**src/rtl/trng_health_mon.sv**
```systemverilog
// Online health monitor for an 8-bit TRNG stream. It runs the repetition-count and
// adaptive-proportion tests, gates a startup period, and forwards only healthy samples.
module trng_health_mon #(
    parameter int RCT_CUTOFF = 4,
    parameter int APT_WINDOW = 64,
    parameter int APT_CUTOFF = 16,
    parameter int STARTUP_N  = 64
) (
    input  logic       clk,
    input  logic       reset,
    input  logic       in_valid,
    input  logic [7:0] in_data,
    output logic       in_ready,
    output logic       out_valid,
    output logic [7:0] out_data,
    input  logic       out_ready,
    input  logic       clear_alarm,
    output logic       rct_fail,
    output logic       apt_fail,
    output logic [1:0] state,
    output logic [7:0] fail_count
);

    localparam int RUN_W   = 4;
    localparam int WPOS_W  = $clog2(APT_WINDOW);
    localparam int MATCH_W = $clog2(APT_WINDOW + 1);
    localparam int SU_W    = $clog2(STARTUP_N + 1);

    typedef enum logic [1:0] {
        ST_STARTUP = 2'd0,
        ST_RUN     = 2'd1,
        ST_ALARM   = 2'd2
    } state_t;

    state_t              state_q, state_d;
    logic [RUN_W-1:0]    run_q;
    logic [7:0]          last_q;
    logic [WPOS_W-1:0]   wpos_q;
    logic [7:0]          ref_q;
    logic [MATCH_W-1:0]  match_q;
    logic [SU_W-1:0]     su_cnt_q;

    logic                accept, tested, rct_hit, apt_hit, any_fail, forward, startup_done;
    logic [RUN_W-1:0]    run_next;
    logic [MATCH_W-1:0]  match_next;

    assign in_ready = (state_q == ST_RUN) ? (!out_valid || out_ready) : 1'b1;
    assign state    = state_q;

    // A zero run length marks the first sample since startup entry, so it never matches last_q.
    assign accept       = in_valid && in_ready;
    assign tested       = accept && (state_q != ST_ALARM);
    assign run_next     = ((run_q != '0) && (in_data == last_q)) ? run_q + RUN_W'(1) : RUN_W'(1);
    assign match_next   = (wpos_q == '0) ? MATCH_W'(1)
                                         : match_q + MATCH_W'(in_data == ref_q);
    assign rct_hit      = tested && (run_next == RUN_W'(RCT_CUTOFF));
    assign apt_hit      = tested && (match_next == MATCH_W'(APT_CUTOFF));
    assign any_fail     = rct_hit || apt_hit;
    assign startup_done = (su_cnt_q == SU_W'(STARTUP_N - 1));
    assign forward      = tested && !any_fail && (state_q == ST_RUN);

    always_ff @(posedge clk or negedge reset) begin
        if (!reset) begin
            state_q <= ST_STARTUP;
        end else begin
            state_q <= state_d;
        end
    end

    always_comb begin
        state_d = state_q;
        case (state_q)
            ST_STARTUP: begin
                if (any_fail) begin
                    state_d = ST_ALARM;
                end else if (tested && startup_done) begin
                    state_d = ST_RUN;
                end
            end
            ST_RUN: begin
                if (any_fail) begin
                    state_d = ST_ALARM;
                end
            end
            ST_ALARM: begin
                if (clear_alarm) begin
                    state_d = ST_STARTUP;
                end
            end
            default: state_d = ST_STARTUP;
        endcase
    end

    // Test statistics, sticky flags and the alarm counter; a clear restarts every statistic.
    always_ff @(posedge clk or negedge reset) begin
        if (!reset) begin
            run_q      <= '0;
            last_q     <= '0;
            wpos_q     <= '0;
            ref_q      <= '0;
            match_q    <= '0;
            su_cnt_q   <= '0;
            rct_fail   <= 1'b0;
            apt_fail   <= 1'b0;
            fail_count <= '0;
        end else if ((state_q == ST_ALARM) && clear_alarm) begin
            run_q    <= '0;
            wpos_q   <= '0;
            match_q  <= '0;
            su_cnt_q <= '0;
            rct_fail <= 1'b0;
            apt_fail <= 1'b0;
        end else if (tested) begin
            run_q   <= run_next;
            last_q  <= in_data;
            wpos_q  <= wpos_q + WPOS_W'(1);
            match_q <= match_next;
            if (wpos_q == '0) begin
                ref_q <= in_data;
            end
            if (state_q == ST_STARTUP) begin
                su_cnt_q <= su_cnt_q + SU_W'(1);
            end
            if (rct_hit) begin
                rct_fail <= 1'b1;
            end
            if (apt_hit) begin
                apt_fail <= 1'b1;
            end
            if (any_fail && (fail_count != 8'hFF)) begin
                fail_count <= fail_count + 8'd1;
            end
        end
    end

    always_ff @(posedge clk or negedge reset) begin
        if (!reset) begin
            out_valid <= 1'b0;
            out_data  <= '0;
        end else if (forward) begin
            out_valid <= 1'b1;
            out_data  <= in_data;
        end else if (out_ready) begin
            out_valid <= 1'b0;
        end
    end

endmodule

```
**config.mk**
```make
export PLATFORM = sky130hd
export DESIGN_NAME = trng_health_mon
export DESIGN_NICKNAME = d
export VERILOG_FILES = /design/src/rtl/trng_health_mon.sv
export SDC_FILE = /design/constraint.sdc
export NUM_CORES = 1
export LEC_CHECK = 0
export ABC_AREA = 0
export CORE_UTILIZATION = 39
export CTS_CLUSTER_DIAMETER = 80
export DETAILED_ROUTE_END_ITERATION = 8
export GPL_TIMING_DRIVEN = 0
export PLACE_DENSITY_LB_ADDON = 0.05
export SYNTH_ARGS = -nofsm -noshare
export SYNTH_HDL_FRONTEND = slang
export SYNTH_SLANG_ARGS = --single-unit
export TNS_END_PERCENT = 10
```
**constraint.sdc**
```tcl
create_clock -name clk -period 6.7 [get_ports clk]
set_input_delay 1.34 -clock clk [delete_from_list [all_inputs] [get_ports clk]]
set_output_delay 1.34 -clock clk [all_outputs]
set_load 0.005 [all_outputs]
```
==> metrics.yaml, run 1 <==
timing:
  final-setup-viol-count: 0
  rsz0062_at_grt: "false"
  setup_tns_ns: 0
  whs_ns: 0.4933
  skew_ns: 0.009882
  period_share: 0.6549
  fin_crit_ns: 4.388
  worst_pin_slew_ns: 0.7928
  slew-limit-headroom: 0.4703
  finalHoldViolCount: 0
  drv_slew: 0
  clock.fmax_mhz: 227.9
power:
  ir_worst_vdd_mv: 0.1702
  p_switching_uw: 320.9
  comb_power_share: 0.241
  p_clk_frac: 0.308
  pwr-share-seq: 0.451
  internal_power_uw: 848.8
  p_sw_frac: 0.2744
  p_leak_nw: 1.650
  powerDensity_nw_per_um2: 310.3
floorplanning:
  initial_core_util: 0.4020
  die_y_um: 91.02
  num_rows: 32
  die_area_um2: 8285
  ioPinCount: 35
  core-area_um2: 7687
  die_x_um: 91.02
drt:
  drtAntennaViolNets: 0
  drtIter0Drc: 83
  met2_length_um: 2747
  vias: 2175
  wl_met3_um: 210
  firstDrtPassIters: 5
  routed_wl_um: 6166
  route.top_layer_used: "met4"
  met1_length_um: 3120
  wl_per_cell_um: 14.11
  vias_per_cell: 4.977
  drc_errors: 0
logic_synthesis:
  syn_inst: 286
  syn_avg_cell_area_um2: 10.81
  syn-num-nets: 307
  syn_area_um2: 3090
  synth_seq_cells: 61
  synthFlopType: "dfrtp_1"
  yosys_warnings: 0
  synth_seq_area_share: 0.4939
  synth_edf_count: 0
  async_reset_ff_frac: 1.000
  ys_types: 46
place:
  post-dp-hpwl_um: 4203
  port_buffers: 34
  place.gp.congestion: 0.6857
final_layout:
  multi_input_area_um2: 1499
  layout_common_cells: "dfrtp_1, nand2_1, clkdlybuf4s50_1, xnor2_1, nor2_1"
  final_layout_size_suffix_gt1_frac: 0.1254
  fillers: 733
  final_nets: 352
  seq_area_um2: 1526
  syn2layout_area_growth_pct: 21.98
  diodes: 0
  layout_commonest_cell: "dfrtp_1"
grt:
  grt_pass1_vias: 2093
  grt.overflow.total: 0
  track_usage: 0.1647
  grt_max_degree: 62
  grt_pass1_wl_um: 10520
  grt_antenna_before_repair: 0
worst_hold_path:
  min_path_type: "reg -> reg"
clock_network:
  cts_setup_buffers: 0
  numCtsBuffers: 9
  cts_max_path_buffers: 2
  htree_levels: 3
  cts-hold-fix-buffers: 0
  cts.sinks: 61
  cts_tree: "built"
  cts-resized-gates: 0
  clkTransAtPathRegs_ns: 0.07
  clock-root-buffer: "clkbuf_8"
  clock_latency_ns: 0.34
worst_setup_path:
  critPathLaunchType: "input port"
  reg2reg_setup_slack_ns: 3.49
  cp_top_family: "simple AND/OR/NAND/NOR gates"
  cp_num_buf_inv: 1
  setup.worst_path.end_class: "flop"
  required_ns: 6.93
  cpMostUsedCell: "ha_1"
  slowest_delay_ns: 0.59
  path_max_fanout: 8
  critical_path_arrival_ns: 4.62
  slowest_stage: "clkdlybuf4s50_1"
  path_cells: "clkdlybuf4s50_1, xnor2_1, nand4_1, nor2_1, ha_1, ha_1, and3_2, xor2_1, o2bb2ai_1, o2111a_1, nor3_4, mux2_4"
  worstSetupPathType: "in -> reg"
run:
  drv_cap: 0
outcome:
  status: "complete, no violations"
-- path summary, 6_finish.rpt --
| path | from | to | cells after the start |
|---|---|---|---|
| setup reg to reg | ref_q[6] | out_data[0] | 11 |
| min in group asynchronous | reset | su_cnt_q[0] | 1 |
| setup / recovery | in_data[0] | out_data[0] | 12 |
| hold reg to reg | fail_count[6] | fail_count[6] | 1 |
| hold / removal | fail_count[6] | fail_count[6] | 1 |
| max in group asynchronous | reset | wpos_q[0] | 1 |
-- layout make-up --
cell class,count,share of cell area
Inverter,6,0.005974
Tap cell,102,0.03385
Clock inverter,4,0.01925
Buffer,8,0.01128
Multi-Input combinational cell,211,0.3976
Clock buffer,11,0.03750
Sequential cell,61,0.4049
Timing Repair Buffer,34,0.08961
-- cell usage after synthesis (all sizes together), types with 2 or more instances --
cell	number	area, µm²
ha	8	100.1
nor4	3	18.77
or3	3	18.77
and2	3	18.77
o21ai	10	50.04
o31ai	4	30.03
and3	7	45.05
nor3	3	26.28
xnor2	25	219.0
o211ai	2	15.01
a21o	2	15.01
nand2	39	146.4
nand4	10	68.81
inv	6	22.52
a22o	3	26.28
dfrtp	61	1526
nand3	8	45.04
xor2	13	113.9
a21oi	4	20.02
nor2	24	90.09
or2	2	12.51
mux2i	2	20.02
clkbuf	5	18.77
nor3b	2	15.01
nand2b	4	25.02
o2111ai	4	35.03
mux2	17	221.5
buf	3	23.77
-- cell families after synthesis --
logic type | count (synthesis) | synth area share
flip-flops | 61 | 0.4939
buffers and inverters | 14 | 0.02105
XOR/XNOR | 38 | 0.1077
multiplexers | 19 | 0.07814
AO/OA/AOI/OAI | 34 | 0.08138
AND/OR/NAND/NOR | 112 | 0.1854
adder cells (fa/ha/maj) | 8 | 0.03239
-- flip-flops by register name (all words and copies together), names as in the netlist, 4 cells and up --
name        cells
fail_count      8
last_q          8
out_data        8
ref_q           8
match_q         7
su_cnt_q        7
wpos_q          6
run_q           4
-- power by group through the flow --
stage | clock network [mW] | registers, mW | logic (mW)
final | 0.360 | 0.528 | 0.282
after global routing | 0.387 | 0.541 | 0.316
after CTS | 0.372 | 0.527 | 0.288
after detailed placement | 0 | 0.534 | 0.285
after global placement | 0 | 0.533 | 0.282
after floorplan | 0 | 0.525 | 0.186
-- per-layer routing --
layer	global-route usage	vias up
li1	-	1089
met1	0.2309	1054
met2	0.2456	26
met3	0.04774	6
met4	0.05159	0
met5	0	-
-- stage by stage --
step	power, mW	util	cells	setup slack, ns	cell area [µm²]
2_1_floorplan	0.7102	-	286	3.040	3090
3_3_place_gp	0.8148	0.4629	422	1.864	3558
3_5_place_dp	0.8189	0.4626	422	1.878	3556
4_1_cts	1.187	0.4904	437	2.235	3770
5_1_grt	1.244	0.4904	437	2.037	3770
6_report	1.170	0.4904	437	2.312	3770
Power figures use the tool's default switching activity.
==> run 2, diff against run 1 <==
Clock period 6.7 ns to 4.1 ns, I/O delays scaled along.
==> run 2 against run 1 <==
- sequential power rose by 63%
- count of clock-buffer cells in the layout did not move
- final cell count did not move
- combinational power rose by 64%
- die area did not move
- setup slack got worse by 2.0 ns
- routed wire length barely moved
- design area did not move
- first-iteration DRC count fell by 3.6%
- utilization did not move
- total power rose by 63%
- global-route usage did not move
==> metrics.yaml, run 2 (synthesis results as in run 1) <==
outcome:
  status: "complete, no violations"
worst_setup_path:
  reg2reg_setup_slack_ns: 0.96
  critPathLaunchType: "input port"
  critical_path_arrival_ns: 4.02
  worstSetupPathType: "in -> reg"
  worstSetupPathDepth: 12
  path_cells: "clkdlybuf4s50_1, xnor2_1, nand4_1, nor2_1, ha_1, ha_1, and3_2, xor2_1, o2bb2ai_1, o2111a_1, nor3_4, mux2_4"
  r2r_cells: 11
  slowest_stage: "clkdlybuf4s50_1"
  cp_num_buf_inv: 1
  cp_top_family: "simple AND/OR/NAND/NOR gates"
  setup.worst_path.end_class: "flop"
  path_max_fanout: 8
  cpMostUsedCell: "ha_1"
  slowest_delay_ns: 0.59
  required_ns: 4.33
final_layout:
  layout_commonest_cell: "dfrtp_1"
  layout_common_cells: "dfrtp_1, nand2_1, clkdlybuf4s50_1, xnor2_1, nor2_1"
  seq_area_um2: 1526
  multi_input_area_um2: 1499
  syn2layout_area_growth_pct: 21.98
  final_layout_size_suffix_gt1_frac: 0.1254
  fillers: 733
  fin_area_um2: 3770
  final_nets: 352
  diodes: 0
  stdcell_count: 437
  fin_util: 0.4904
worst_hold_path:
  min_delay_path_depth: 1
  min_path_type: "reg -> reg"
clock_network:
  cts_setup_buffers: 0
  clock-root-buffer: "clkbuf_8"
  cts-hold-fix-buffers: 0
  cts_tree: "built"
  cts_max_path_buffers: 2
  htree_levels: 3
  clock_latency_ns: 0.34
  clkTransAtPathRegs_ns: 0.07
  cts.sinks: 61
  numCtsBuffers: 9
grt:
  grt_max_degree: 62
  track_usage: 0.1647
  grt.overflow.total: 0
  grt_pass1_vias: 2093
  grt_pass1_wl_um: 10520
  grt_antenna_before_repair: 0
drt:
  drc_errors: 0
  routed_wl_um: 6164
  vias: 2176
  drtIter0Drc: 80
  wl_met3_um: 197
  firstDrtPassIters: 5
  route.top_layer_used: "met4"
  drtAntennaViolNets: 0
  wl_per_cell_um: 14.11
  met1_length_um: 3147
  met2_length_um: 2731
  vias_per_cell: 4.979
place:
  place.gp.congestion: 0.6857
  port_buffers: 34
  post-dp-hpwl_um: 4203
  place_area_um2: 3556
  dp.cells: 422
timing:
  worst_pin_slew_ns: 0.8002
  fin_crit_ns: 3.790
  rsz0062_at_grt: "false"
  skew_ns: 0.009890
  slew-limit-headroom: 0.4654
  whs_ns: 0.4933
  finalHoldViolCount: 0
  setup_tns_ns: 0
  clock.fmax_mhz: 263.8
  drv_slew: 0
  period_share: 0.9244
  final-setup-viol-count: 0
floorplanning:
  die_area_um2: 8285
  core-area_um2: 7687
  die_y_um: 91.02
  num_rows: 32
  initial_core_util: 0.4020
  die_x_um: 91.02
  ioPinCount: 35
power:
  powerDensity_nw_per_um2: 507.3
  p_leak_nw: 1.650
  ir_worst_vdd_mv: 0.2781
run:
  drv_cap: 0
run 2: metrics by stage:
step | setup WS [ns] | total power [mW]
2_1_floorplan | 0.9602 | 1.161
3_3_place_gp | -0.2157 | 1.331
3_5_place_dp | -0.2024 | 1.338
4_1_cts | 0.1551 | 1.940
5_1_grt | 0.02253 | 2.033
6_report | 0.3099 | 1.912
run 2: cell type report:
class / instances / area share
Tap cell: 102 / 0.03385
Buffer: 8 / 0.01128
Multi-Input combinational cell: 211 / 0.3976
Sequential cell: 61 / 0.4049
Timing Repair Buffer: 34 / 0.08961
Clock inverter: 4 / 0.01925
Inverter: 6 / 0.005974
Clock buffer: 11 / 0.03750
run 2: per-layer routing:
layer  vias up  track usage
li1       1090            -
met1      1055       0.2309
met2        25       0.2456
met3         6      0.04774
met4         0      0.05159
met5         -            0
run 2: worst paths after layout:
path,startpoint,endpoint
max,in_data[0],out_data[0]
min,fail_count[6],fail_count[6]
max reg2reg,ref_q[6],out_data[0]
min reg2reg,fail_count[6],fail_count[6]
max in group asynchronous,reset,wpos_q[0]
min in group asynchronous,reset,su_cnt_q[0]
run 2: timing repair:
action                                  CTS  global route
resized for setup                         0             0
endpoints found under the hold margin     0             0
endpoints found under the setup margin    0             8
run 2: worst reg2reg max path, delay by kind of cell (launching register included):
family / cells / cell delay, ns
AOI/OAI and AO/OA: 2 / 0.39
xor gates and xnor gates: 2 / 0.33
adders and majority gates: 2 / 0.45
DFF: 1 / 0.39
muxes: 1 / 0.36
and+or+nand+nor: 4 / 1.11
run 2: where the power goes:
group          internal, mW  switching [mW]
clock network         0.355           0.233
registers             0.752           0.110
logic                 0.281           0.181
total                  1.39           0.525
